[config.mk]
export PLATFORM = sky130hd
export DESIGN_NAME = zacore_memory
export DESIGN_NICKNAME = d
export VERILOG_FILES = /design/src/rtl/zacore_memory.sv
export SDC_FILE = /design/constraint.sdc
export NUM_CORES = 1
export LEC_CHECK = 0
export CAP_MARGIN = 20
export CORE_ASPECT_RATIO = 1.4
export CORE_MARGIN = 2
export CORE_UTILIZATION = 50
export DETAILED_ROUTE_END_ITERATION = 8
export DONT_BUFFER_PORTS = 1
export PLACE_DENSITY = 0.64
export SETUP_SLACK_MARGIN = 0.15
export SYNTH_ARGS = -nofsm -noshare
export SYNTH_HDL_FRONTEND = slang
export SYNTH_SLANG_ARGS = --single-unit
[constraint.sdc]
create_clock -name i_clk -period 2 [get_ports i_clk]
set_input_delay 0 -clock i_clk [delete_from_list [all_inputs] [get_ports i_clk]]
set_output_delay 0 -clock i_clk [all_outputs]
set_load 0.05 [all_outputs]
[src/rtl/zacore_memory.sv]
// rtl/zacore_memory.sv - memory pipeline stage: load/store bus access, load alignment, writeback register
module zacore_memory #(
    parameter int ADDR_W = 32,
    parameter int XLEN   = 32
) (
    input  logic              i_clk,
    input  logic              i_rst,
    input  logic              i_execute_memory_if_valid,
    input  logic [XLEN-1:0]   i_execute_memory_if_alu_result,
    input  logic [XLEN-1:0]   i_execute_memory_if_store_data,
    input  logic [1:0]        i_execute_memory_if_mem_op,
    input  logic [1:0]        i_execute_memory_if_size,
    input  logic              i_execute_memory_if_load_signed,
    input  logic [4:0]        i_execute_memory_if_rd_idx,
    input  logic              i_execute_memory_if_rd_we,
    output logic              o_memory_writeback_if_valid,
    output logic [4:0]        o_memory_writeback_if_rd_idx,
    output logic              o_memory_writeback_if_rd_we,
    output logic [XLEN-1:0]   o_memory_writeback_if_rd_data,
    output logic              o_memory_writeback_if_misaligned,
    output logic              o_dmem_req,
    output logic              o_dmem_we,
    output logic [ADDR_W-1:0] o_dmem_addr,
    output logic [XLEN-1:0]   o_dmem_wdata,
    output logic [3:0]        o_dmem_wstrb,
    input  logic              i_dmem_ack,
    input  logic [XLEN-1:0]   i_dmem_rdata,
    output logic              o_stall,
    input  logic              i_stall,
    input  logic              i_invalidate
);

    localparam logic [1:0] OP_LOAD  = 2'd1;
    localparam logic [1:0] OP_STORE = 2'd2;
    localparam logic [1:0] SZ_B     = 2'd0;
    localparam logic [1:0] SZ_H     = 2'd1;

    typedef enum logic [1:0] {
        ST_IDLE,
        ST_BUS,
        ST_DRAIN
    } state_t;

    state_t state_q, state_d;

    // Captured request; held stable for the whole bus transaction.
    logic [ADDR_W-1:0] addr_q;
    logic [1:0]        off_q;
    logic [1:0]        size_q;
    logic              signed_q;
    logic              we_q;
    logic [XLEN-1:0]   wdata_q;
    logic [3:0]        wstrb_q;
    logic [4:0]        rd_idx_q;
    logic              rd_we_q;

    // Holds a bus result that completed while downstream was stalled.
    logic              buf_valid_q;
    logic [4:0]        buf_rd_idx_q;
    logic              buf_rd_we_q;
    logic [XLEN-1:0]   buf_rd_data_q;

    logic [1:0]        in_off;
    logic              in_is_mem;
    logic              in_misaligned;
    logic              accept;
    logic              issue;
    logic              ack_take;
    logic [3:0]        in_wstrb;
    logic [XLEN-1:0]   in_wdata;
    logic [XLEN-1:0]   shifted;
    logic [XLEN-1:0]   load_data;

    assign in_off    = i_execute_memory_if_alu_result[1:0];
    assign in_is_mem = (i_execute_memory_if_mem_op == OP_LOAD) ||
                       (i_execute_memory_if_mem_op == OP_STORE);

    // Halfwords need an even address, words a multiple of four.
    always_comb begin
        in_misaligned = 1'b0;
        if (in_is_mem) begin
            if (i_execute_memory_if_size == SZ_H) begin
                in_misaligned = in_off[0];
            end else if (i_execute_memory_if_size != SZ_B) begin
                in_misaligned = (in_off != 2'b00);
            end
        end
    end

    // A pending buffered result must reach the output before anything new enters.
    assign accept   = (state_q == ST_IDLE) && i_execute_memory_if_valid && !i_stall &&
                      !i_invalidate && !buf_valid_q;
    assign issue    = accept && in_is_mem && !in_misaligned;
    assign ack_take = (state_q == ST_BUS) && i_dmem_ack && !i_invalidate;

    // Byte-lane replication and enables for stores; loads drive no strobes.
    always_comb begin
        in_wstrb = 4'b1111;
        in_wdata = i_execute_memory_if_store_data;
        case (i_execute_memory_if_size)
            SZ_B: begin
                in_wstrb = 4'b0001 << in_off;
                in_wdata = {4{i_execute_memory_if_store_data[7:0]}};
            end
            SZ_H: begin
                in_wstrb = 4'b0011 << in_off;
                in_wdata = {2{i_execute_memory_if_store_data[15:0]}};
            end
            default: begin
                in_wstrb = 4'b1111;
                in_wdata = i_execute_memory_if_store_data;
            end
        endcase
        if (i_execute_memory_if_mem_op != OP_STORE) begin
            in_wstrb = 4'b0000;
        end
    end

    // Select the addressed byte/half of the returned word and extend it.
    assign shifted = i_dmem_rdata >> {off_q, 3'b000};
    always_comb begin
        load_data = shifted;
        case (size_q)
            SZ_B:    load_data = {{24{signed_q & shifted[7]}}, shifted[7:0]};
            SZ_H:    load_data = {{16{signed_q & shifted[15]}}, shifted[15:0]};
            default: load_data = shifted;
        endcase
        if (we_q) begin
            load_data = '0;
        end
    end

    // State register.
    always_ff @(posedge i_clk) begin
        if (i_rst) begin
            state_q <= ST_IDLE;
        end else begin
            state_q <= state_d;
        end
    end

    // Next state: a started transaction always runs to its ack, even when flushed.
    always_comb begin
        state_d = state_q;
        case (state_q)
            ST_IDLE: begin
                if (issue) begin
                    state_d = ST_BUS;
                end
            end
            ST_BUS: begin
                if (i_dmem_ack) begin
                    state_d = ST_IDLE;
                end else if (i_invalidate) begin
                    state_d = ST_DRAIN;
                end
            end
            ST_DRAIN: begin
                if (i_dmem_ack) begin
                    state_d = ST_IDLE;
                end
            end
            default: state_d = ST_IDLE;
        endcase
    end

    // Capture the request fields when a bus access is issued.
    always_ff @(posedge i_clk) begin
        if (i_rst) begin
            addr_q   <= '0;
            off_q    <= 2'b00;
            size_q   <= 2'b00;
            signed_q <= 1'b0;
            we_q     <= 1'b0;
            wdata_q  <= '0;
            wstrb_q  <= 4'b0000;
            rd_idx_q <= 5'd0;
            rd_we_q  <= 1'b0;
        end else if (issue) begin
            addr_q   <= {i_execute_memory_if_alu_result[ADDR_W-1:2], 2'b00};
            off_q    <= in_off;
            size_q   <= i_execute_memory_if_size;
            signed_q <= i_execute_memory_if_load_signed;
            we_q     <= (i_execute_memory_if_mem_op == OP_STORE);
            wdata_q  <= in_wdata;
            wstrb_q  <= in_wstrb;
            rd_idx_q <= i_execute_memory_if_rd_idx;
            rd_we_q  <= i_execute_memory_if_rd_we;
        end
    end

    // Output register and stall buffer: flush wins, then freeze, then buffered, bus, direct results.
    always_ff @(posedge i_clk) begin
        if (i_rst) begin
            o_memory_writeback_if_valid      <= 1'b0;
            o_memory_writeback_if_rd_idx     <= 5'd0;
            o_memory_writeback_if_rd_we      <= 1'b0;
            o_memory_writeback_if_rd_data    <= '0;
            o_memory_writeback_if_misaligned <= 1'b0;
            buf_valid_q                      <= 1'b0;
            buf_rd_idx_q                     <= 5'd0;
            buf_rd_we_q                      <= 1'b0;
            buf_rd_data_q                    <= '0;
        end else if (i_invalidate) begin
            o_memory_writeback_if_valid <= 1'b0;
            buf_valid_q                 <= 1'b0;
        end else if (i_stall) begin
            if (ack_take) begin
                buf_valid_q   <= 1'b1;
                buf_rd_idx_q  <= rd_idx_q;
                buf_rd_we_q   <= rd_we_q && !we_q;
                buf_rd_data_q <= load_data;
            end
        end else if (buf_valid_q) begin
            buf_valid_q                      <= 1'b0;
            o_memory_writeback_if_valid      <= 1'b1;
            o_memory_writeback_if_rd_idx     <= buf_rd_idx_q;
            o_memory_writeback_if_rd_we      <= buf_rd_we_q;
            o_memory_writeback_if_rd_data    <= buf_rd_data_q;
            o_memory_writeback_if_misaligned <= 1'b0;
        end else if (ack_take) begin
            o_memory_writeback_if_valid      <= 1'b1;
            o_memory_writeback_if_rd_idx     <= rd_idx_q;
            o_memory_writeback_if_rd_we      <= rd_we_q && !we_q;
            o_memory_writeback_if_rd_data    <= load_data;
            o_memory_writeback_if_misaligned <= 1'b0;
        end else if (accept && !issue) begin
            o_memory_writeback_if_valid      <= 1'b1;
            o_memory_writeback_if_rd_idx     <= i_execute_memory_if_rd_idx;
            o_memory_writeback_if_rd_we      <= i_execute_memory_if_rd_we && !in_misaligned;
            o_memory_writeback_if_rd_data    <= i_execute_memory_if_alu_result;
            o_memory_writeback_if_misaligned <= in_misaligned;
        end else begin
            o_memory_writeback_if_valid <= 1'b0;
        end
    end

    // Bus outputs come straight from the captured request while a transaction is open.
    assign o_dmem_req   = (state_q != ST_IDLE);
    assign o_dmem_we    = o_dmem_req && we_q;
    assign o_dmem_addr  = addr_q;
    assign o_dmem_wdata = wdata_q;
    assign o_dmem_wstrb = o_dmem_req ? wstrb_q : 4'b0000;

    assign o_stall = (state_q != ST_IDLE) || i_stall || buf_valid_q || issue;

endmodule

; Yosys cells after proc, flatten, opt, wreduce, memory -nomap -nowiden
; Cells that the tools add are included.
; Widths: inputs -> output; s select.
[totals]
ff_bits = 159
input_bits = 113
out_inout_bits = 111
word_cells = 99
[classes]
eq_ne = 10
shifts = 3
mux = 29
n_bitwise = 4
n_reduce_logical = 34
[ops]
columns = cell, n
row1 = $mux 32, 4
row2 = $pmux 32 s2, 2
row3 = $shr 32x5->32, 1
row4 = $mux 5, 3
row5 = $logic_and 1x1->1, 12
row6 = $mux 1, 12
row7 = $reduce_and 3->1, 3
row8 = $eq 2x1->1 const B, 4
row9 = $mux 2, 4
row10 = $mux 4, 2
row11 = $pmux 4 s2, 1
row12 = $logic_not 1->1, 6
row13 = $logic_not 2->1, 3
row14 = $ne 2x2->1 const B, 3
row15 = $pmux 2 s3, 1
row16 = $reduce_bool 2->1, 3
row17 = $eq 2x2->1 const B, 2
row18 = $logic_or 1x1->1, 4
row19 = $shl 1x2->4 const A, 1
row20 = $shl 2x2->4 const A, 1
row21 = $ne 3x3->1 const B, 1
row22 = $reduce_bool 3->1, 1
row23 = $reduce_or 3->1, 1
row24 = $and 1x1->1, 2
row25 = 2 further kinds, 3

; Logic depth before layout (Yosys ltp)
[logic_depth]
ltp_word = 12
depth_mapped = 8
mapped_depth_nobuf = 6

; Least setup slack after synthesis
; No wires, ideal clock.
[synth_timing]
path_kind = flip-flop to flip-flop
startpoint = reg state_q[1]
endpoint = reg o_memory_writeback_if_rd_data[22]
setup_time_ns = 0.086
arrival_ns = 1.756
t_required_ns = 1.914
slack_ns = 0.158
stages_incl_launch_ff = 8
path_buffers = 2
period_less_slack_ns = 1.842
cell_sequence = dfxtp_1 -> nand4bb_1 -> buf_2 -> or3_4 -> a211oi_4 -> buf_6 -> nand2_1 -> a221oi_2
[synth_between]
elab_chain_len = 11
word_cells_on_any_way = 16
cone_classes = 1 x eq/ne / 2 x mux / 13 x reduce/logical
[synth_rtl]
columns = item, line_no
row1 = from (decl), 44  ; state_t state_q, state_d;
row2 = from (signal assigned), 138  ; state_q <= state_d;
row3 = $logic_not 2->1, 91  ; assign accept = (state_q == ST_IDLE) && i_execute_memory_if_valid && !i_stall &&
row4 = $logic_and 1x1->1 (3 in series), 91
row5 = $logic_and 1x1->1, 92  ; !i_invalidate && !buf_valid_q;
row6 = $logic_and 1x1->1 (2 in series), 93  ; assign issue = accept && in_is_mem && !in_misaligned;
row7 = $logic_not 1->1, 227  ; end else if (accept && !issue) begin
row8 = $logic_and 1x1->1, 227
row9 = $reduce_bool 3->1 (no line), n/a
row10 = $reduce_and 3->1 (no line), n/a
row11 = to (signal assigned), 219  ; o_memory_writeback_if_rd_data <= buf_rd_data_q;
row12 = to (signal assigned), 225  ; o_memory_writeback_if_rd_data <= load_data;
row13 = to (signal assigned), 231  ; o_memory_writeback_if_rd_data <= i_execute_memory_if_alu_result;
row14 = to (decl), 19  ; output logic [XLEN-1:0] o_memory_writeback_if_rd_data,
; Parallel ways exist; a longest one is shown, timed or not.
; A chain may end at the register's enable or synchronous reset.

; Final worst setup path
[layout_timing]
startpoint = reg state_q[1]
endpoint = reg o_memory_writeback_if_rd_data[2]
; Same word-level chain as after synthesis.

==> metrics.md <==
| Metric | Value |
|---|---|
| Status | `complete, but fails checks` |
| Failing checks | `hold timing` |
| Pre-Repair DR Iteration Count | `5` |
| Vias | `6769` |
| Worst path cell trace | `nand4bb_4, buf_6, nand2b_4, a22oi_2, buf_4, buf_12, or2_4, o21ai_1` |
| I/O pins | `roughly 220` |
| RSZ-0062 raised after global routing | `true` |
| Area Growth Syn to Fin | `17.41%` |
| Crit path kind | `reg2reg` |
| CP Data Required Time | `2310 ps` |
| Gr ovfl total | `0` |
| Max Freq | `0.5430 GHz` |
| Global-route wire length before repair | `34.24 mm` |
| Via/cell ratio | `5.741` |
| Clock skew | `between 10 and 15 ps` |
| Setup crit start | `state_q[1]` |
| Critical path capture point | `o_memory_writeback_if_rd_data[2]` |
| Die H | `149.3 um` |
| Mean area per synthesized cell | `7.781 sq um` |
| Placeable Area | `between 0.01 and 0.015 sq mm` |
| Hold Slack | `-365.9 ps` |
| Tcrit/Tclk final | `0.9209` |
| Max_slew headroom | `0.5870` |
| Slowest CP cell | `dfxtp_4` |
| R2r startpoint | `state_q[1]` |
| CP peak stage delay | `~400 ps` |
| Seq/Total Area, Yosys | `0.4222` |
| Crit Reg-Reg Endpoint | `o_memory_writeback_if_rd_data[2]` |
| CTS Buf Count | `17` |
| GR Util All Layers | `0.2746` |
| CP max FO | `8` |
| Crit path DAT | `2150 ps` |
| Initial antenna violation count | `1` |
| Max-cap viol count | `0` |
| Reg2reg path depth | `8` |
| CP Depth | `8` |
| Final hold violation count | `roughly 160` |
| Reg clk slew, reported paths | `~60 ps` |
| Worst vdd ir | `approximately 0.50 mV` |
| Buffers on Ports | `0` |
| Most frequent cells in the layout | `nand2_1 (267), dfxtp_1 (155), a21oi_1 (104)` |
| Crit start category | `register` |
| DR WL/cell | `between 15 and 20 um` |
| Residual DRC | `0` |
| CP endpoint kind | `register` |
| Die area | `between 0.015 and 0.02 sq mm` |
| Synthesized flop and latch total | `159` |
| Ys async rst share | `0` |
| H-tree levels | `4` |
| Setup violations, final | `0` |
| Reg2reg setup slack | `around 160 ps` |
| Number of routed nets with antenna violations | `0` |
| Share of cells above drive strength 1 | `0.1318` |
| Rows | `53` |
| Ys flop type | `dfxtp_1` |
| CTS tree | `yes` |
| CTS sink count | `~160` |
| Distinct cell type count after synthesis | `44` |
| Slew @ Worst Pin | `617.2 ps` |
| Crit-path leading delay family | `compound AO/OA/AOI/OAI gates` |
| Post-synth EDFFs | `0` |
| Setup_tns | `0 ps` |
| Final Wtd Congestion | `0.8825` |
| Leak | `around 0.0030 uW` |
| Vias in the first global route | `6385` |
| CP Buf/Inv Count | `3` |
| Starting density of the core | `0.5076` |
| Largest net degree at the start of global routing | `161` |
| Mapped Area | `around 0.0075 sq mm` |
| Most common cell after layout, fill and taps aside | `nand2_1` |
| Clk_lat worst skew | `430 ps` |
| Synth Instances | `roughly 970` |
| Nets | `1087` |
| Die W | `107.8 um` |
| Drt total wl | `roughly 23 mm` |
| Slew Limit Fails | `0` |
| Tmin final | `~1800 ps` |
| Synthesis Warnings | `0` |
| Final HPWL from detailed placement | `14.96 mm` |
| PD cells | `roughly 830 mW/mm^2` |
| Clk buf depth | `2` |
| Iteration-0 DRC Markers | `about 430` |
| Hold Path Class | `in2reg` |
| Clk Tree Root Cell | `clkbuf_16` |
power breakdown:
| part | total [uW] | switching (uW) | internal (uW) |
|---|---|---|---|
| Combinational | 470 | 259 | 211 |
| Clock | 3400 | 1360 | 2040 |
| Sequential | 3460 | 228 | 3230 |
| Total | 7320 | 1840 | 5480 |
worst min path at each step:
stage            startpoint                           endpoint  slack, ps  depth (start not counted)
2_1_floorplan  i_invalidate                        buf_valid_q         80                          1
3_3_place_gp   i_invalidate                        buf_valid_q         70                          1
3_5_place_dp   i_invalidate                        buf_valid_q         70                          1
4_1_cts               i_rst  o_memory_writeback_if_rd_data[23]       -370                          1
5_1_grt               i_rst  o_memory_writeback_if_rd_data[23]       -380                          1
6_report              i_rst  o_memory_writeback_if_rd_data[23]       -370                          1
per-stage QoR:
step / instance area, sq um / setup slack [ps] / total power (uW) / cells / util
2_1_floorplan: 7543 / 158.0 / 3897 / 970 / -
3_3_place_gp: 7858 / 103.1 / 3938 / 1124 / 0.5290
3_5_place_dp: 7858 / 85.95 / 3943 / 1124 / 0.5290
4_1_cts: 8572 / 86.00 / 7333 / 1160 / 0.5771
5_1_grt: 8852 / 87.15 / 7547 / 1179 / 0.5959
6_report: 8852 / 158.3 / 7322 / 1179 / 0.5959
metal layers:
layer / vias to the layer above / global-route usage / part of all wire
li1: 3362 / - / -
met1: 3145 / 0.3139 / 0.40
met2: 221 / 0.4764 / 0.51
met3: 41 / 0.07995 / 0.070
met4: 0 / 0.1109 / 0.027
met5: - / 0 / 0
cells by family after synthesis:
logic type | Yosys count | share of synthesized area
AO/OA/AOI/OAI | 271 | 0.2337
multiplexers | 46 | 0.06306
adder cells (fa/ha/maj) | 1 | 0.001659
other | 1 | 0.0004974
AND/OR/NAND/NOR | 387 | 0.2220
flip-flops | 159 | 0.4222
buffers and inverters | 104 | 0.05692
cell type report:
cell class | instances | area [sq um]
repair buffers | 68 | 681.9
inverters | 20 | 75.07
multi-input cells | 707 | 4044
clock buffers | 20 | 456.7
diodes | 1 | 2.502
clock inverters | 12 | 158.9
well taps | 192 | 240.2
fillers | 1384 | 6002
flip-flops and latches | 159 | 3193
synth_stat cells (19+ instances only):
master    instances  area share
a21oi_1         104       0.069
mux2i_1          43       0.057
dfxtp_1         159        0.42
a211oi_1         47       0.047
o211ai_1         20       0.020
inv_1            20       0.010
o21ai_0          53       0.035
clkbuf_1         59       0.029
nor2b_1          24       0.020
buf_2            19       0.013
nand2_1         267        0.13
nor2_1           45       0.022
registers in the layout, indices dropped and copies added (netlist names), 2 cells and up:
register	flops
o_memory_writeback_if_rd_data	32
o_dmem_wdata	32
wstrb_q	4
off_q	2
buf_rd_data_q	32
state_q	2
buf_rd_idx_q	5
size_q	2
o_dmem_addr	30
o_memory_writeback_if_rd_idx	5
rd_idx_q	5
what timing repair did:
action	4_1_cts	5_1_grt
setup endpoints to repair	38	43
pin swaps	1	12
buffers inserted	0	7
endpoints found under the hold margin	159	158
gates cloned	1	3
hold buffers	3	8
resized for setup	12	22
Note: power is estimated with default switching activity, not from simulation.
